<file path="src/rtl/decoder_stage_controller.sv">
// Global stage sequencer for the union-find decoder PE array.
// Optional ERASURE_LOADING stage enabled by defining HELIOS_ERASURE_EN.
module decoder_stage_controller #(
  parameter int PU_COUNT      = 64,
  parameter int MAX_ITER      = 31,
  parameter int SETTLE_CYCLES = 3,
  parameter int ITER_WIDTH    = 5
) (
  input  logic                  clk,
  input  logic                  reset,
  input  logic                  measurement_valid,
  output logic                  measurement_ready,
  input  logic                  erasure_present,
  input  logic [PU_COUNT-1:0]   busy,
  input  logic [PU_COUNT-1:0]   odd,
  output logic [2:0]            global_stage,
  output logic                  result_valid,
  input  logic                  result_ready,
  output logic [ITER_WIDTH-1:0] iteration_count,
  output logic                  timeout
);

  localparam logic [2:0] S_IDLE  = 3'd0;
  localparam logic [2:0] S_GROW  = 3'd1;
  localparam logic [2:0] S_MERGE = 3'd2;
  localparam logic [2:0] S_PEEL  = 3'd3;
  localparam logic [2:0] S_PREP  = 3'd4;
  localparam logic [2:0] S_LOAD  = 3'd5;
  localparam logic [2:0] S_RES   = 3'd6;
  localparam logic [2:0] S_ERASE = 3'd7;

  localparam int CW =
    (SETTLE_CYCLES < 2) ? 1 : $clog2(SETTLE_CYCLES + 1);
  localparam logic [CW-1:0] SETTLE_LD = CW'(SETTLE_CYCLES);
  localparam logic [CW-1:0] CNT_ONE   = CW'(1);
  localparam logic [ITER_WIDTH-1:0] ITER_MAX =
    ITER_WIDTH'(MAX_ITER);
  localparam logic [ITER_WIDTH-1:0] ITER_ONE =
    ITER_WIDTH'(1);

  logic [2:0]            r_state;
  logic [CW-1:0]         r_cnt;
  logic [ITER_WIDTH-1:0] r_iter;
  logic                  r_timeout;
  logic                  r_ready;
  logic                  r_result_valid;

  logic [2:0]            w_next;
  logic [CW-1:0]         w_cnt_next;
  logic [ITER_WIDTH-1:0] w_iter_next;
  logic                  w_timeout_next;
  logic                  w_accept;
  logic                  w_busy_any;
  logic                  w_odd_any;

`ifdef HELIOS_ERASURE_EN
  logic r_erasure;
  logic w_erasure_next;
`else
  logic w_unused_erasure;
  assign w_unused_erasure = erasure_present;
`endif

  assign w_accept   = measurement_valid && r_ready;
  assign w_busy_any = |busy;
  assign w_odd_any  = |odd;

  // r_cnt doubles as settle counter and 2-cycle hold for LOAD/GROW
  always_comb begin
    w_next         = r_state;
    w_cnt_next     = r_cnt;
    w_iter_next    = r_iter;
    w_timeout_next = r_timeout;
`ifdef HELIOS_ERASURE_EN
    w_erasure_next = r_erasure;
`endif
    case (r_state)
      S_IDLE: begin
        if (w_accept) begin
          w_next         = S_PREP;
          w_iter_next    = '0;
          w_timeout_next = 1'b0;
`ifdef HELIOS_ERASURE_EN
          w_erasure_next = erasure_present;
`endif
        end
      end
      S_PREP: begin
        w_next     = S_LOAD;
        w_cnt_next = CNT_ONE;
      end
      S_LOAD: begin
        if (r_cnt != '0) begin
          w_cnt_next = r_cnt - CNT_ONE;
        end else begin
`ifdef HELIOS_ERASURE_EN
          if (r_erasure) begin
            w_next = S_ERASE;
          end else begin
            w_next     = S_MERGE;
            w_cnt_next = SETTLE_LD;
          end
`else
          w_next     = S_MERGE;
          w_cnt_next = SETTLE_LD;
`endif
        end
      end
      S_ERASE: begin
        w_next     = S_MERGE;
        w_cnt_next = SETTLE_LD;
      end
      S_MERGE: begin
        if (r_cnt != '0) begin
          w_cnt_next = r_cnt - CNT_ONE;
        end else if (!w_busy_any) begin
          if (w_odd_any && (r_iter < ITER_MAX)) begin
            w_next     = S_GROW;
            w_cnt_next = CNT_ONE;
          end else begin
            w_next         = S_PEEL;
            w_cnt_next     = SETTLE_LD;
            w_timeout_next = w_odd_any;
          end
        end
      end
      S_GROW: begin
        if (r_cnt != '0) begin
          w_cnt_next = r_cnt - CNT_ONE;
        end else begin
          w_next     = S_MERGE;
          w_cnt_next = SETTLE_LD;
          if (r_iter < ITER_MAX) begin
            w_iter_next = r_iter + ITER_ONE;
          end
        end
      end
      S_PEEL: begin
        if (r_cnt != '0) begin
          w_cnt_next = r_cnt - CNT_ONE;
        end else if (!w_busy_any) begin
          w_next = S_RES;
        end
      end
      S_RES: begin
        if (result_ready) begin
          w_next = S_IDLE;
        end
      end
      default: begin
        w_next     = S_IDLE;
        w_cnt_next = '0;
      end
    endcase
  end

  always_ff @(posedge clk) begin
    if (reset) begin
      r_state        <= S_IDLE;
      r_cnt          <= '0;
      r_iter         <= '0;
      r_timeout      <= 1'b0;
      r_ready        <= 1'b0;
      r_result_valid <= 1'b0;
`ifdef HELIOS_ERASURE_EN
      r_erasure      <= 1'b0;
`endif
    end else begin
      r_state        <= w_next;
      r_cnt          <= w_cnt_next;
      r_iter         <= w_iter_next;
      r_timeout      <= w_timeout_next;
      r_ready        <= (r_state == S_IDLE) && !w_accept;
      r_result_valid <= (w_next == S_RES);
`ifdef HELIOS_ERASURE_EN
      r_erasure      <= w_erasure_next;
`endif
    end
  end

  assign global_stage      = r_state;
  assign measurement_ready = r_ready;
  assign result_valid      = r_result_valid;
  assign iteration_count   = r_iter;
  assign timeout           = r_timeout;

endmodule

</file>
<file path="config.mk">
export PLATFORM = sky130hd
export DESIGN_NAME = decoder_stage_controller
export DESIGN_NICKNAME = d
export VERILOG_FILES = /design/src/rtl/decoder_stage_controller.sv
export SDC_FILE = /design/constraint.sdc
export NUM_CORES = 1
export LEC_CHECK = 0
export BUFFER_PORTS_ARGS = -buffer_cell sky130_fd_sc_hd__buf_2
export CORE_MARGIN = 1
export CORE_UTILIZATION = 30
export DETAILED_ROUTE_END_ITERATION = 10
export MAX_ROUTING_LAYER = met4
export PLACE_DENSITY = 0.91
export SLEW_MARGIN = 0
export SYNTH_ARGS = -nofsm -noshare
export SYNTH_HDL_FRONTEND = slang
export SYNTH_SLANG_ARGS = --single-unit
export TNS_END_PERCENT = 100
</file>
<file path="constraint.sdc">
create_clock -name clk -period 2.8 [get_ports clk]
set_input_delay 0.42 -clock clk [delete_from_list [all_inputs] [get_ports clk]]
set_output_delay 0.42 -clock clk [all_outputs]
set_load 0.05 [all_outputs]
</file>
# After elaboration in Yosys (flattened, before gate mapping)
# Cells that the tools add are included.
# word_totals
register_bits	13
latchBits	0
ram_bits	0
rom_bits	0
input_bits	133
out_inout_bits	11
word_cells	64
mem_count	0
# classes
n_addsub	2
n_mul	0
div	0
order_cmp	1
n_eq_ne	16
shift	0
mux	24
n_bitwise	0
n_reduce_logical	15
# op_table
op	n
64-bit OR reduction	2
3-bit 2-to-1 mux	7
3-bit one-hot mux with 7 select lines	1
3-bit equality test, second input constant	5
5-bit 2-to-1 mux	3
2-bit inequality test, second input constant	7
2-bit 2-to-1 mux	6
2-bit one-hot mux with 5 select lines	1
5-bit one-hot mux with 2 select lines	1
3-bit by 2-bit equality test with 1-bit output, second input constant	2
2-bit nonzero test	3
5-bit by 1-bit adder with 5-bit output, second input constant	1
5-bit < comparator, second input constant	1
5-bit AND reduction	1
5-bit nonzero test	1
1-bit 2-to-1 mux	4
4-bit AND reduction	1
3-bit by 1-bit equality test with 1-bit output, second input constant	1
1-bit logical AND	3
3-bit logical NOT	1
3-bit inequality test, second input constant	1
3-bit AND reduction	1
1-bit one-hot mux with 2 select lines	1
2-bit OR reduction	1
2 further kinds	2

# Longest topological paths before layout
# logic_depth
depth_word	7
depth_mapped	7
ltp_nobuf	7

# Worst setup path after synthesis
# No wires, ideal clock.
# synth_timing
kind	reg2reg
startpoint	reg r_state[2] (netlist: global_stage[2])
endpoint	reg r_iter[4] (netlist: iteration_count[4])
setup_time_ns	0.132
t_arrival_ns	1.949
required_time_ns	2.668
setup_slack_ns	0.719
stages_incl_launch_ff	7
n_path_buf	1
synth_period_minus_slack_ns	2.081
cell_sequence	dfxtp_1 -> clkbuf_1 -> a2111oi_0 -> nand2b_1 -> a2111oi_0 -> xnor2_1 -> nor2_1
# synth_between
elab_chain_len	3
elab_cells_between_ends	8
classes_between	eq/ne: 4; mux: 1; reduce/logical: 3
# synth_rtl
element	line_no	rtl
start: declaration	41	logic [2:0] r_state;
start signal: assignment	169	r_state <= w_next;
3-bit by 1-bit equality test with 1-bit output or 3-bit logical NOT (tied branches)	77	case (r_state)
2-bit inequality test (no source line) or 2-bit nonzero test (tied branches)	--	
4-bit AND reduction (no source line)	--	
end signal: assignment	171	r_iter <= w_iter_next;
end: declaration	43	logic [ITER_WIDTH-1:0] r_iter;
# Several ways; a longest one is shown, not always the timed one.
# A chain may end at the register's enable or synchronous reset.

# Worst setup path in the final report
# layout_timing
startpoint	reg r_state[0] (netlist: global_stage[0])
endpoint	reg r_iter[4] (netlist: iteration_count[4])
# The elaborated chain is that of the path after synthesis.

==> results by group <==
Synth
  • Post-Syn Area per Cell: 7.39 µm²
  • Synth top area share: 25.3%
  • Mapped Area: 1030 µm²
  • Netlist cell types: 35
  • Synth Warn #: 0
  • Post-synth top area cell: dfxtp_1
  • Post-Syn Nets: 274
  • Share of flip-flops with an asynchronous set or reset: 0%
  • Commonest cells post-synth: 34 x nor4_1, 13 x dfxtp_1, 11 x nand2_1
  • Post-synthesis cell count: 139
  • Sequential share of the synthesized area: 25.3%
  • Yosys reg bits: 13
  • Post-synth EDFFs: 0
  • Synth area leaders: dfxtp_1 25%, nor4_1 21%, nand4_1 5.5%
  • Top-count cell post-synth: nor4_1
  • Post-synth top flop: dfxtp_1

GRT
  • All-Layer GR Usage: 25.8%
  • First-pass GRT wire length: 6.73 mm
  • Number of global-route vias before repair: 1530
  • Initial antenna violation count: 0
  • Largest net degree at the start of global routing: 20
  • Total gr overflow: 0

Finish
  • Fillcell total: 304
  • Area Growth Syn to Fin: 76.4%
  • Non-Filler Instances: 326
  • Proportion of layout cells with a drive suffix above 1: 52.8%
  • Diodes inserted: 0
  • Final Cell Area: 1810 µm²
  • Fin util: 57.5%
  • Nets: 418

Routing
  • Drt initial violations: 95
  • Post-DRT Antenna Nets: 0
  • Post-DR vias/cell: 5.21
  • DR pass1 iterations: 4
  • Wirelength per Cell: 13.7 µm
  • Final wirelength: 4.48 mm
  • Detailed-route via count: 1699
  • Residual DRC: 0

Placed design
  • Placement Cell Area: 1790 µm²
  • DP HPWL: 3.91 mm
  • Placed Cells: 322
  • GPL Wtd Cong: 1.07
  • Place WS: 0.442 ns
  • # port buffers: 142

STA
  • Worst hold slack: 0.398 ns
  • RSZ-0062 raised after global routing: false
  • Layout Skew: 0.00507 ns
  • Final setup vio count: 0
  • Max-slew violation count: 0
  • Highest Clock Rate: 464 MHz
  • Hold Violations, Final: 0
  • Setup ws final: 0.646 ns
  • Setup tns final: 0 ns
  • Worst slew pin tran: 0.966 ns
  • Min Tclk post-route: 2.15 ns
  • Slew HR: 33.9%
  • Final period util: 76.9%

CTS
  • CTS Sinks: 13
  • CTS buffer count: 3
  • Hold Buf Count CTS: 0
  • Worst skew pair latency: 0.28 ns
  • Clock buffer depth: 2
  • Worst-path clk slew: 0.08 ns
  • Postcts setup bufs: 0
  • Post-cts resize count: 0
  • Clock Root Buffer: clkbuf_4
  • H-Tree Level Count: 1
  • TritonCTS clock tree: done

Power
  • Sw frac: 47.9%
  • Maximum vdd drop: 0.213 mV
  • Overall power: 0.981 mW
  • Internal power: 0.511 mW
  • Leak: 0.872 nW
  • Proportion of power drawn by flip-flops and latches: 30.3%
  • PwrDens: 541 nW/µm²
  • Clock power share: 12.1%
  • Combinational Power Share: 57.6%
  • Net switching power: 0.470 mW

Floorplanning
  • Die area: 3660 µm²
  • Die Wd: 60.5 µm
  • Core area: 3150 µm²
  • Row count: 20
  • I/O pin total: 144
  • DIE HEIGHT: 60.5 µm
  • Starting density of the core: 32.6%

Worst setup path
  • CP cell instances: a2111oi_0 > nand2b_1 > a2111oi_0 > xnor2_1 > nor2_1
  • Crit path max fanout: 19
  • CP Data Arrival Time: 2.31 ns
  • Crit-path most repeated cell: a2111oi_0
  • Critical path launch point type: flop
  • Crit end category: flop
  • Critical path class: reg -> reg
  • Critical Path Max Stage Delay: 0.88 ns
  • Critical Path RT: 2.96 ns
  • Crit-path slowest cell: a2111oi_0

Flow run
  • Max cap viols: 0

Status
  • Outcome: finished, final reports clean

Hold path
  • Worst min path class: in -> reg
## per-layer routing
metal  global-route usage [%]  routed length (µm)  vias up
met5                        -                   0        -
met4                     3.57                   6        0
met3                     5.54                 477        4
met2                     42.7                2100      114
met1                     32.9                1900      734
li1                         -                   -      847
## sequential cells by signal, summed over array words and instances (netlist names)
register	count
global_stage	3
iteration_count	5
measurement_ready	1
r_cnt	2
result_valid	1
timeout	1
## kinds of logic (layout without fill, tap and decap cells)
group	Yosys count	in the layout	share of synthesized area [%]
adders and majority gates	2	2	2.44
AOI/OAI and AO/OA	29	29	20.3
muxes	2	2	1.95
DFF	13	13	25.3
buffers and inverters	12	155	4.38
xor gates and xnor gates	4	4	3.41
and+or+nand+nor	77	77	42.1
## critical path, delay by kind of cell (launching register included)
kind | cells | cell delay [ns]
flops | 1 | 0.50
simple gates | 2 | 0.32
compound gates | 2 | 0.99
xor+xnor | 1 | 0.20
## layout by cell type (no fill, tap or decap), types with 2 or more instances in the layout
cell	synthesis	layout
a2111oi_0	2	2
a211oi_1	2	2
a21oi_1	6	6
buf_2	0	142
clkbuf_4	0	3
dfxtp_1	13	13
ha_1	2	2
inv_1	8	8
mux2i_1	2	2
nand2_1	11	11
nand2b_1	3	3
nand3_1	2	2
nand4_1	9	9
nor2_1	8	8
nor2b_1	3	3
nor3_1	2	2
nor3b_1	2	2
nor4_1	34	34
o21ai_0	5	5
o22ai_1	2	2
xnor2_1	4	4
## power groups by stage
stage	sequential [mW]	clock [mW]	combinational (mW)
floorplan	0.357	0	0.319
global placement	0.297	0	0.545
detailed placement	0.298	0	0.558
CTS	0.295	0.118	0.562
global route	0.306	0.128	0.624
finish	0.297	0.119	0.565
## path summary, 6_finish.rpt
kind              slack, ns                        from                               to  cells past startpoint
hold reg to reg        0.47       r_cnt[1]$_SDFFE_PP0P_            r_cnt[1]$_SDFFE_PP0P_                      2
setup reg to reg       0.65  global_stage[0]$_SDFF_PP0_  iteration_count[4]$_SDFFE_PP0P_                      5
hold / removal         0.40                       reset       global_stage[0]$_SDFF_PP0_                      2
setup / recovery       0.65  global_stage[0]$_SDFF_PP0_  iteration_count[4]$_SDFFE_PP0P_                      5
## layout make-up
cell class	instances	area, µm²	share of cell area, %
timing repair buffer	143	718	39.6
multi-input combinational	114	722	39.8
sequential	13	260	14.4
clock buffer	4	26.3	1.45
inverter	8	30.0	1.66
tap	44	55.1	3.04
No activity file was read; power rests on OpenSTA's default activity.
